## src/rtl/des_job_sched_if.sv

```systemverilog
// -----------------------------------------------------------------------------
// des_job_sched_if
// Byte-stream link between the job scheduler and the UART.
//   rx_valid : one-cycle strobe, rx_byte carries a received byte
//   rx_byte  : received byte
//   tx_byte  : byte offered to the UART transmitter
//   tx_valid : tx_byte valid; a transfer happens when tx_valid and tx_ready
//   tx_ready : transmitter can accept a byte
// Modports:
//   slave  : the scheduler side (consumes rx, produces tx)
//   master : the UART / environment side
// -----------------------------------------------------------------------------
interface des_job_sched_if;
  logic       rx_valid;
  logic [7:0] rx_byte;
  logic [7:0] tx_byte;
  logic       tx_valid;
  logic       tx_ready;

  modport slave (
    input  rx_valid,
    input  rx_byte,
    input  tx_ready,
    output tx_byte,
    output tx_valid
  );

  modport master (
    output rx_valid,
    output rx_byte,
    output tx_ready,
    input  tx_byte,
    input  tx_valid
  );
endinterface

```

## src/rtl/des_job_sched.sv

```systemverilog
// -----------------------------------------------------------------------------
// des_job_sched
// Command-driven front end for an external DES core fed from a UART.
//   'E' + 8 bytes : encrypt one 64-bit block, result sent back as 8 bytes
//   'D' + 8 bytes : decrypt one 64-bit block, result sent back as 8 bytes
//   'K' + 7 bytes : load a new 56-bit key (nothing is transmitted)
// Any other byte in IDLE is ignored. Bytes arriving while a job is in WAIT
// or SEND are dropped and flagged on the sticky overrun output.
// Ports:
//   clk, rst_n   : clock, asynchronous active-low reset
//   uart         : byte stream (rx strobe in, tx valid/ready out)
//   des_in       : block presented to the DES core
//   des_key      : active key (only ever shows complete keys)
//   des_decrypt  : 0 = encrypt, 1 = decrypt
//   des_out      : DES core result, sampled on the last WAIT cycle
//   busy         : high whenever the FSM is not IDLE
//   overrun      : sticky dropped-byte flag, cleared only by reset
//   block_count  : completed result frames, wraps at 16 bits
// BLOCK_COUNT_INIT is the reset value of block_count; leave at 0 for
// normal use, a non-zero value lets an instance start near the wrap point.
// -----------------------------------------------------------------------------
module des_job_sched #(
  parameter int unsigned DES_LATENCY      = 16,
  parameter logic [55:0] KEY_INIT         = 56'hcab00d1ecab00d,
  parameter logic [15:0] BLOCK_COUNT_INIT = 16'h0000
) (
  input  logic                  clk,
  input  logic                  rst_n,
  des_job_sched_if.slave        uart,
  output logic [63:0]           des_in,
  output logic [55:0]           des_key,
  output logic                  des_decrypt,
  input  logic [63:0]           des_out,
  output logic                  busy,
  output logic                  overrun,
  output logic [15:0]           block_count
);

  localparam logic [7:0] CMD_ENC   = 8'h45;
  localparam logic [7:0] CMD_DEC   = 8'h44;
  localparam logic [7:0] CMD_KEY   = 8'h4B;
  // WAIT runs while the down-counter steps from DES_LATENCY-1 to 0.
  localparam logic [7:0] WAIT_LOAD = 8'(DES_LATENCY - 32'd1);

  typedef enum logic [2:0] {
    ST_IDLE = 3'd0,
    ST_DATA = 3'd1,
    ST_KEY  = 3'd2,
    ST_WAIT = 3'd3,
    ST_SEND = 3'd4
  } state_t;

  state_t      state_r;
  state_t      state_s;

  logic        mode_r;
  logic [63:0] block_r;
  logic [47:0] key_stage_r;
  logic [55:0] key_r;
  logic [2:0]  byte_cnt_r;
  logic [7:0]  wait_cnt_r;
  logic [63:0] out_r;
  logic [2:0]  tx_cnt_r;
  logic        tx_valid_r;
  logic        busy_r;
  logic        overrun_r;
  logic [15:0] block_count_r;

  logic        rx_s;
  logic [7:0]  byte_s;
  logic        in_idle_s;
  logic        cmd_enc_s;
  logic        cmd_dec_s;
  logic        cmd_key_s;
  logic        data_byte_s;
  logic        key_byte_s;
  logic        last_data_s;
  logic        last_key_s;
  logic        wait_done_s;
  logic        xfer_s;
  logic        last_xfer_s;
  logic        drop_s;

  assign rx_s   = uart.rx_valid;
  assign byte_s = uart.rx_byte;

  // Event decode shared by the FSM and the datapath registers.
  always_comb begin
    in_idle_s   = (state_r == ST_IDLE);
    cmd_enc_s   = in_idle_s && rx_s && (byte_s == CMD_ENC);
    cmd_dec_s   = in_idle_s && rx_s && (byte_s == CMD_DEC);
    cmd_key_s   = in_idle_s && rx_s && (byte_s == CMD_KEY);
    data_byte_s = (state_r == ST_DATA) && rx_s;
    key_byte_s  = (state_r == ST_KEY) && rx_s;
    last_data_s = data_byte_s && (byte_cnt_r == 3'd7);
    last_key_s  = key_byte_s && (byte_cnt_r == 3'd6);
    wait_done_s = (state_r == ST_WAIT) && (wait_cnt_r == 8'd0);
    // tx_valid_r is high exactly while in SEND, so this is the transfer.
    xfer_s      = tx_valid_r && uart.tx_ready;
    last_xfer_s = xfer_s && (tx_cnt_r == 3'd7);
    // A strobe during WAIT or SEND (including the final transfer) is lost.
    drop_s      = rx_s && ((state_r == ST_WAIT) || (state_r == ST_SEND));
  end

  // Next-state logic.
  always_comb begin
    state_s = state_r;
    case (state_r)
      ST_IDLE: begin
        if (cmd_enc_s || cmd_dec_s) begin
          state_s = ST_DATA;
        end else if (cmd_key_s) begin
          state_s = ST_KEY;
        end else begin
          state_s = ST_IDLE;
        end
      end
      ST_DATA: begin
        if (last_data_s) begin
          state_s = ST_WAIT;
        end else begin
          state_s = ST_DATA;
        end
      end
      ST_KEY: begin
        if (last_key_s) begin
          state_s = ST_IDLE;
        end else begin
          state_s = ST_KEY;
        end
      end
      ST_WAIT: begin
        if (wait_done_s) begin
          state_s = ST_SEND;
        end else begin
          state_s = ST_WAIT;
        end
      end
      ST_SEND: begin
        if (last_xfer_s) begin
          state_s = ST_IDLE;
        end else begin
          state_s = ST_SEND;
        end
      end
      default: state_s = ST_IDLE;
    endcase
  end

  // FSM state register.
  always_ff @(posedge clk or negedge rst_n) begin
    if (!rst_n) begin
      state_r <= ST_IDLE;
    end else begin
      state_r <= state_s;
    end
  end

  // Status flags registered from the next state so they line up with state_r.
  always_ff @(posedge clk or negedge rst_n) begin
    if (!rst_n) begin
      busy_r     <= 1'b0;
      tx_valid_r <= 1'b0;
    end else begin
      busy_r     <= (state_s != ST_IDLE);
      tx_valid_r <= (state_s == ST_SEND);
    end
  end

  // Mode register: written only by an accepted E/D command.
  always_ff @(posedge clk or negedge rst_n) begin
    if (!rst_n) begin
      mode_r <= 1'b0;
    end else if (cmd_enc_s) begin
      mode_r <= 1'b0;
    end else if (cmd_dec_s) begin
      mode_r <= 1'b1;
    end
  end

  // Shared DATA/KEY byte counter, cleared on every command that enters them.
  always_ff @(posedge clk or negedge rst_n) begin
    if (!rst_n) begin
      byte_cnt_r <= 3'd0;
    end else if (cmd_enc_s || cmd_dec_s || cmd_key_s) begin
      byte_cnt_r <= 3'd0;
    end else if (data_byte_s || key_byte_s) begin
      byte_cnt_r <= byte_cnt_r + 3'd1;
    end
  end

  // Block register: bytes shift in from the bottom so the first lands on top.
  always_ff @(posedge clk or negedge rst_n) begin
    if (!rst_n) begin
      block_r <= 64'h0;
    end else if (data_byte_s) begin
      block_r <= {block_r[55:0], byte_s};
    end
  end

  // Key staging and active key; the active key is written in one step with
  // the 7th byte so a partial key never reaches des_key.
  always_ff @(posedge clk or negedge rst_n) begin
    if (!rst_n) begin
      key_stage_r <= 48'h0;
      key_r       <= KEY_INIT;
    end else if (last_key_s) begin
      key_r       <= {key_stage_r, byte_s};
    end else if (key_byte_s) begin
      key_stage_r <= {key_stage_r[39:0], byte_s};
    end
  end

  // WAIT down-counter, armed by the 8th data byte.
  always_ff @(posedge clk or negedge rst_n) begin
    if (!rst_n) begin
      wait_cnt_r <= 8'd0;
    end else if (last_data_s) begin
      wait_cnt_r <= WAIT_LOAD;
    end else if ((state_r == ST_WAIT) && (wait_cnt_r != 8'd0)) begin
      wait_cnt_r <= wait_cnt_r - 8'd1;
    end
  end

  // Result shifter: captures des_out at the end of WAIT and advances one
  // byte per transfer; the top byte is what the transmitter sees.
  always_ff @(posedge clk or negedge rst_n) begin
    if (!rst_n) begin
      out_r    <= 64'h0;
      tx_cnt_r <= 3'd0;
    end else if (wait_done_s) begin
      out_r    <= des_out;
      tx_cnt_r <= 3'd0;
    end else if (xfer_s) begin
      out_r    <= {out_r[55:0], 8'h00};
      tx_cnt_r <= tx_cnt_r + 3'd1;
    end
  end

  // Sticky overrun flag.
  always_ff @(posedge clk or negedge rst_n) begin
    if (!rst_n) begin
      overrun_r <= 1'b0;
    end else if (drop_s) begin
      overrun_r <= 1'b1;
    end
  end

  // Completed-frame counter, free-running wrap.
  always_ff @(posedge clk or negedge rst_n) begin
    if (!rst_n) begin
      block_count_r <= BLOCK_COUNT_INIT;
    end else if (last_xfer_s) begin
      block_count_r <= block_count_r + 16'd1;
    end
  end

  assign uart.tx_valid = tx_valid_r;
  assign uart.tx_byte  = out_r[63:56];
  assign des_in        = block_r;
  assign des_key       = key_r;
  assign des_decrypt   = mode_r;
  assign busy          = busy_r;
  assign overrun       = overrun_r;
  assign block_count   = block_count_r;

endmodule

```

## src/flat_wrapper.sv

```systemverilog
// flat-port wrapper written by rule: the top's interface ports become plain ports
module des_job_sched_flat 
#(
  parameter int unsigned DES_LATENCY      = 16,
  parameter logic [55:0] KEY_INIT         = 56'hcab00d1ecab00d,
  parameter logic [15:0] BLOCK_COUNT_INIT = 16'h0000
)
  (clk, rst_n, des_in, des_key, des_decrypt, des_out, busy, overrun, block_count, uart_rx_valid, uart_rx_byte, uart_tx_ready, uart_tx_byte, uart_tx_valid);
  des_job_sched_if uart_i ();
  input  logic clk;
  input  logic rst_n;
  output logic [63:0] des_in;
  output logic [55:0] des_key;
  output logic des_decrypt;
  input  logic [63:0] des_out;
  output logic busy;
  output logic overrun;
  output logic [15:0] block_count;
  input wire logic [$bits(uart_i.rx_valid)-1:0] uart_rx_valid;
  input wire logic [$bits(uart_i.rx_byte)-1:0] uart_rx_byte;
  input wire logic [$bits(uart_i.tx_ready)-1:0] uart_tx_ready;
  output wire logic [$bits(uart_i.tx_byte)-1:0] uart_tx_byte;
  output wire logic [$bits(uart_i.tx_valid)-1:0] uart_tx_valid;
  assign uart_i.rx_valid = uart_rx_valid;
  assign uart_i.rx_byte = uart_rx_byte;
  assign uart_i.tx_ready = uart_tx_ready;
  assign uart_tx_byte = uart_i.tx_byte;
  assign uart_tx_valid = uart_i.tx_valid;
  des_job_sched #(.DES_LATENCY(DES_LATENCY), .KEY_INIT(KEY_INIT), .BLOCK_COUNT_INIT(BLOCK_COUNT_INIT)) u_core (.clk(clk), .rst_n(rst_n), .uart(uart_i), .des_in(des_in), .des_key(des_key), .des_decrypt(des_decrypt), .des_out(des_out), .busy(busy), .overrun(overrun), .block_count(block_count));
endmodule
```

## config.mk

```make
export PLATFORM = sky130hd
export DESIGN_NAME = des_job_sched_flat
export DESIGN_NICKNAME = d
export VERILOG_FILES = /design/src/rtl/des_job_sched_if.sv /design/src/rtl/des_job_sched.sv /design/src/flat_wrapper.sv
export SDC_FILE = /design/constraint.sdc
export NUM_CORES = 1
export LEC_CHECK = 0
export BUFFER_PORTS_ARGS = -buffer_cell sky130_fd_sc_hd__buf_2
export CORE_MARGIN = 10
export CORE_UTILIZATION = 51
export CTS_BUF_LIST = sky130_fd_sc_hd__clkbuf_4
export DETAILED_ROUTE_END_ITERATION = 10
export MAX_ROUTING_LAYER = met4
export PLACE_DENSITY = 0.74
export SYNTH_ARGS = -nofsm -noshare
export SYNTH_HDL_FRONTEND = slang
export SYNTH_SLANG_ARGS = --single-unit
export TNS_END_PERCENT = 100
```

## constraint.sdc

```tcl
create_clock -name clk -period 1.89 [get_ports clk]
set_clock_uncertainty 0.1 [all_clocks]
set_input_delay 0 -clock clk [delete_from_list [all_inputs] [get_ports clk]]
set_output_delay 0 -clock clk [all_outputs]
set_load 0.05 [all_outputs]
```

==> metrics.md <==
| Metric | Value |
|---|---|
| Final Net Count | `1343` |
| Critical path required time | `2.38 ns` |
| Min cycle time layout | `1.983 ns` |
| Total Routing Usage GR | `22.69%` |
| Final worst slack | `-0.09255 ns` |
| WP data arrival | `2.47 ns` |
| CP most frequent cell | `buf_6` |
| Htree depth | `3` |
| GPL Wtd Cong | `0.8147` |
| Clock slew at reported path FFs | `0.07 ns` |
| Effective utilization at floorplan | `52.11%` |
| Worst reg2reg startpoint | `u_core.wait_cnt_r[0]$_DFFE_PN0P_` |
| Fin Setup TNS | `-1.784 ns` |
| Vias in the first global route | `9340` |
| RSZ-0062 raised after global routing | `true` |
| Sequential share of the synthesized area | `61.53%` |
| CTS tree | `done` |
| Antenna Nets Post-Route | `0` |
| Worst-Skew Late Latency | `0.68 ns` |
| Syn avg cell area | `13.53 um2` |
| IR drop worst, VDD | `1528 uV` |
| Post-Synthesis Cells | `812` |
| Largest net degree at the start of global routing | `64` |
| Crit path kind | `reg2reg` |
| Clock sink count | `269` |
| Clock root buffer master | `clkbuf_4` |
| Max clock buf depth | `3` |
| EDFF count, synth | `0` |
| Final Core Density | `75.08%` |
| Final slew viol count | `0` |
| Netlist cell types | `44` |
| # IOs | `224` |
| Worst-path fanout max | `7` |
| Post-synth net total | `895` |
| Placed insts | `1307` |
| Slew Limit Headroom | `65.56%` |
| Largest stage delay on the critical path | `0.39 ns` |
| CP cell instances | `inv_2 > ha_4 > or3b_4 > nor3_4 > buf_6 > buf_6 > buf_8 > nand2_1 > o21ai_1` |
| Final setup vio count | `55` |
| Die Y | `166.8 um` |
| Mapped Area | `10990 um2` |
| Core footprint | `21090 um2` |
| Worst min-delay path class | `in2reg` |
| Worst Max-Slew Pin Slew | `0.5166 ns` |
| Final wirelength | `34.65 mm` |
| Iteration-0 DRC Markers | `660` |
| Synth warnings | `0` |
| Max cap viols | `0` |
| Initial antenna violation count | `3` |
| Synthesis-to-finish area growth | `44.09%` |
| Critical Path Source Type | `register` |
| Die Area | `27820 um2` |
| Row count | `53` |
| Num CTS Buffers | `71` |
| Drt wl/cell | `21.83 um` |
| Die Wd | `166.8 um` |
| Ys flop type | `dfrtp_1` |
| Critical Path End Type | `register` |
| Failing checks | `setup timing` |
| Max Clk Rate | `504.4 MHz` |
| Commonest non-fill, non-tap cell in the layout | `dfrtp_1` |
| Leak | `8.461 nW` |
| Share of cells above drive strength 1 | `51.57%` |
| Finished Layout Cells | `1587` |
| IO Port Bufs | `223` |
| Status | `finished, violations left` |
| Asr flop ratio synth | `100.0%` |
| Most frequent cells in the layout | `dfrtp_1, buf_2, dlygate4sd3_1, mux2_2, clkbuf_4` |
| Worst hold start | `des_out[44]` |
| Average vias per placed instance | `5.549` |
| Initial DRT Pass Iterations | `5` |
| CP Launch Point | `u_core.wait_cnt_r[0]$_DFFE_PN0P_` |
| Vias | `8806` |
| DP HPWL | `17.58 mm` |
| Pre-CTS WS | `-0.02482 ns` |
| Drc violations | `0` |
| Slowest CP cell | `dfrtp_1` |
| First-pass GRT wire length | `50.33 mm` |
| Final Hold Fails | `0` |
| GRT Residual Overflow | `0` |
| Period utilization | `104.9%` |
| Synthesized flop and latch total | `269` |
| Pwr Density | `978.3 nW/um2` |
registers in the layout, indices dropped and copies added, names as in the netlist, 3 cells and up:
name / cells
u_core.wait_cnt_r: 8
u_core.des_in: 64
u_core.state_r: 3
u_core.key_stage_r: 48
u_core.des_key: 56
u_core.byte_cnt_r: 3
u_core.out_r: 64
u_core.tx_cnt_r: 3
u_core.block_count: 16
cell type report:
class                      count  area, um2
sequential                   269       6764
fill                        1262       5255
multi-input combinational    491       4369
timing repair buffer         424       3428
clock buffer                 111      833.3
tap                          275      344.1
clock inverter                11      75.07
inverter                       3      11.26
antenna                        3      7.507
kinds of logic after synthesis:
| kind of cell | after synthesis | share of synthesized area [%] |
|---|---|---|
| buffers and inverters | 52 | 2.630 |
| XOR/XNOR | 21 | 1.674 |
| flip-flops | 269 | 61.53 |
| AND/OR/NAND/NOR | 162 | 7.106 |
| multiplexers | 228 | 22.69 |
| AO/OA/AOI/OAI | 73 | 3.564 |
| adder cells (fa/ha/maj) | 7 | 0.7970 |
metrics by stage:
step / power [mW] / area, um2 / hold WS [ns]
2_1_floorplan: 8.908 / 11010 / -0.3956
5_1_grt: 16.27 / 15830 / 0.02483
3_5_place_dp: 9.992 / 12760 / -0.1166
4_1_cts: 15.42 / 15130 / 0.0007720
3_3_place_gp: 9.925 / 12760 / -0.1166
6_report: 15.49 / 15830 / 0.03234
path summary, 6_finish.rpt:
kind | to | slack (ns) | cells past startpoint
max | u_core.out_r[50]$_DFFE_PN0P_ | -0.09 | 9
min | u_core.out_r[44]$_DFFE_PN0P_ | 0.03 | 4
max reg2reg | u_core.out_r[50]$_DFFE_PN0P_ | -0.09 | 9
min reg2reg | u_core.des_in[61]$_DFFE_PN0P_ | 0.40 | 1
max in group asynchronous | u_core.des_key[49]$_DFFE_PN1P_ | 0.65 | 4
min in group asynchronous | u_core.block_count[12]$_DFFE_PN0P_ | 0.28 | 3
timing repair:
item                                   4_1_cts  5_1_grt
pin swaps                                    4       23
gates cloned                                 3       11
buffers inserted                             6        6
setup endpoints to repair                   60      159
gates resized for setup                     17      154
hold buffers                               131        0
endpoints found under the hold margin      401        0
critical path, delay by kind of cell, from the launching register on:
kind	cells	cell delay (ns)
and+or+nand+nor	3	0.65
adders and majority gates	1	0.13
AOI/OAI and AO/OA	1	0.11
DFF	1	0.39
buffers and inverters	4	0.53
routing by layer:
metal / share of wire (%) / wire [um] / vias to the layer above / track usage, %
met5: 0 / 0 / - / -
met4: 5.0 / 1727 / 0 / 10.65
met3: 7.7 / 2680 / 155 / 7.414
met2: 49 / 16910 / 477 / 35.96
met1: 38 / 13330 / 4382 / 25.70
li1: - / - / 3792 / -
cell usage after synthesis (3+ instances only):
library cell  count  area share [%]
nor3b_1           3            0.20
ha_1              7            0.80
o21ai_0          55             2.5
nor2_1           16            0.55
mux2_2          169              17
buf_2            12            0.55
nand2_1          87             3.0
o21ai_1           5            0.23
and3_1            3            0.17
a21oi_1           5            0.23
mux2i_1          59             5.4
xnor2_1          13             1.0
clkbuf_1         14            0.48
or3b_2            3            0.24
dfstp_2          24             5.7
dfrtp_1         245              56
nand4_1           5            0.28
buf_4            21             1.4
nand3_1          22             1.0
nor3_1            3            0.14
inv_1             3            0.10
xor2_1            8            0.64
power by group:
group / switching (mW) / internal (mW)
logic: 2.09 / 1.26
registers: 0.514 / 6.39
clock network: 2.45 / 2.79
total: 5.05 / 10.4
Power figures use the tool's default switching activity.
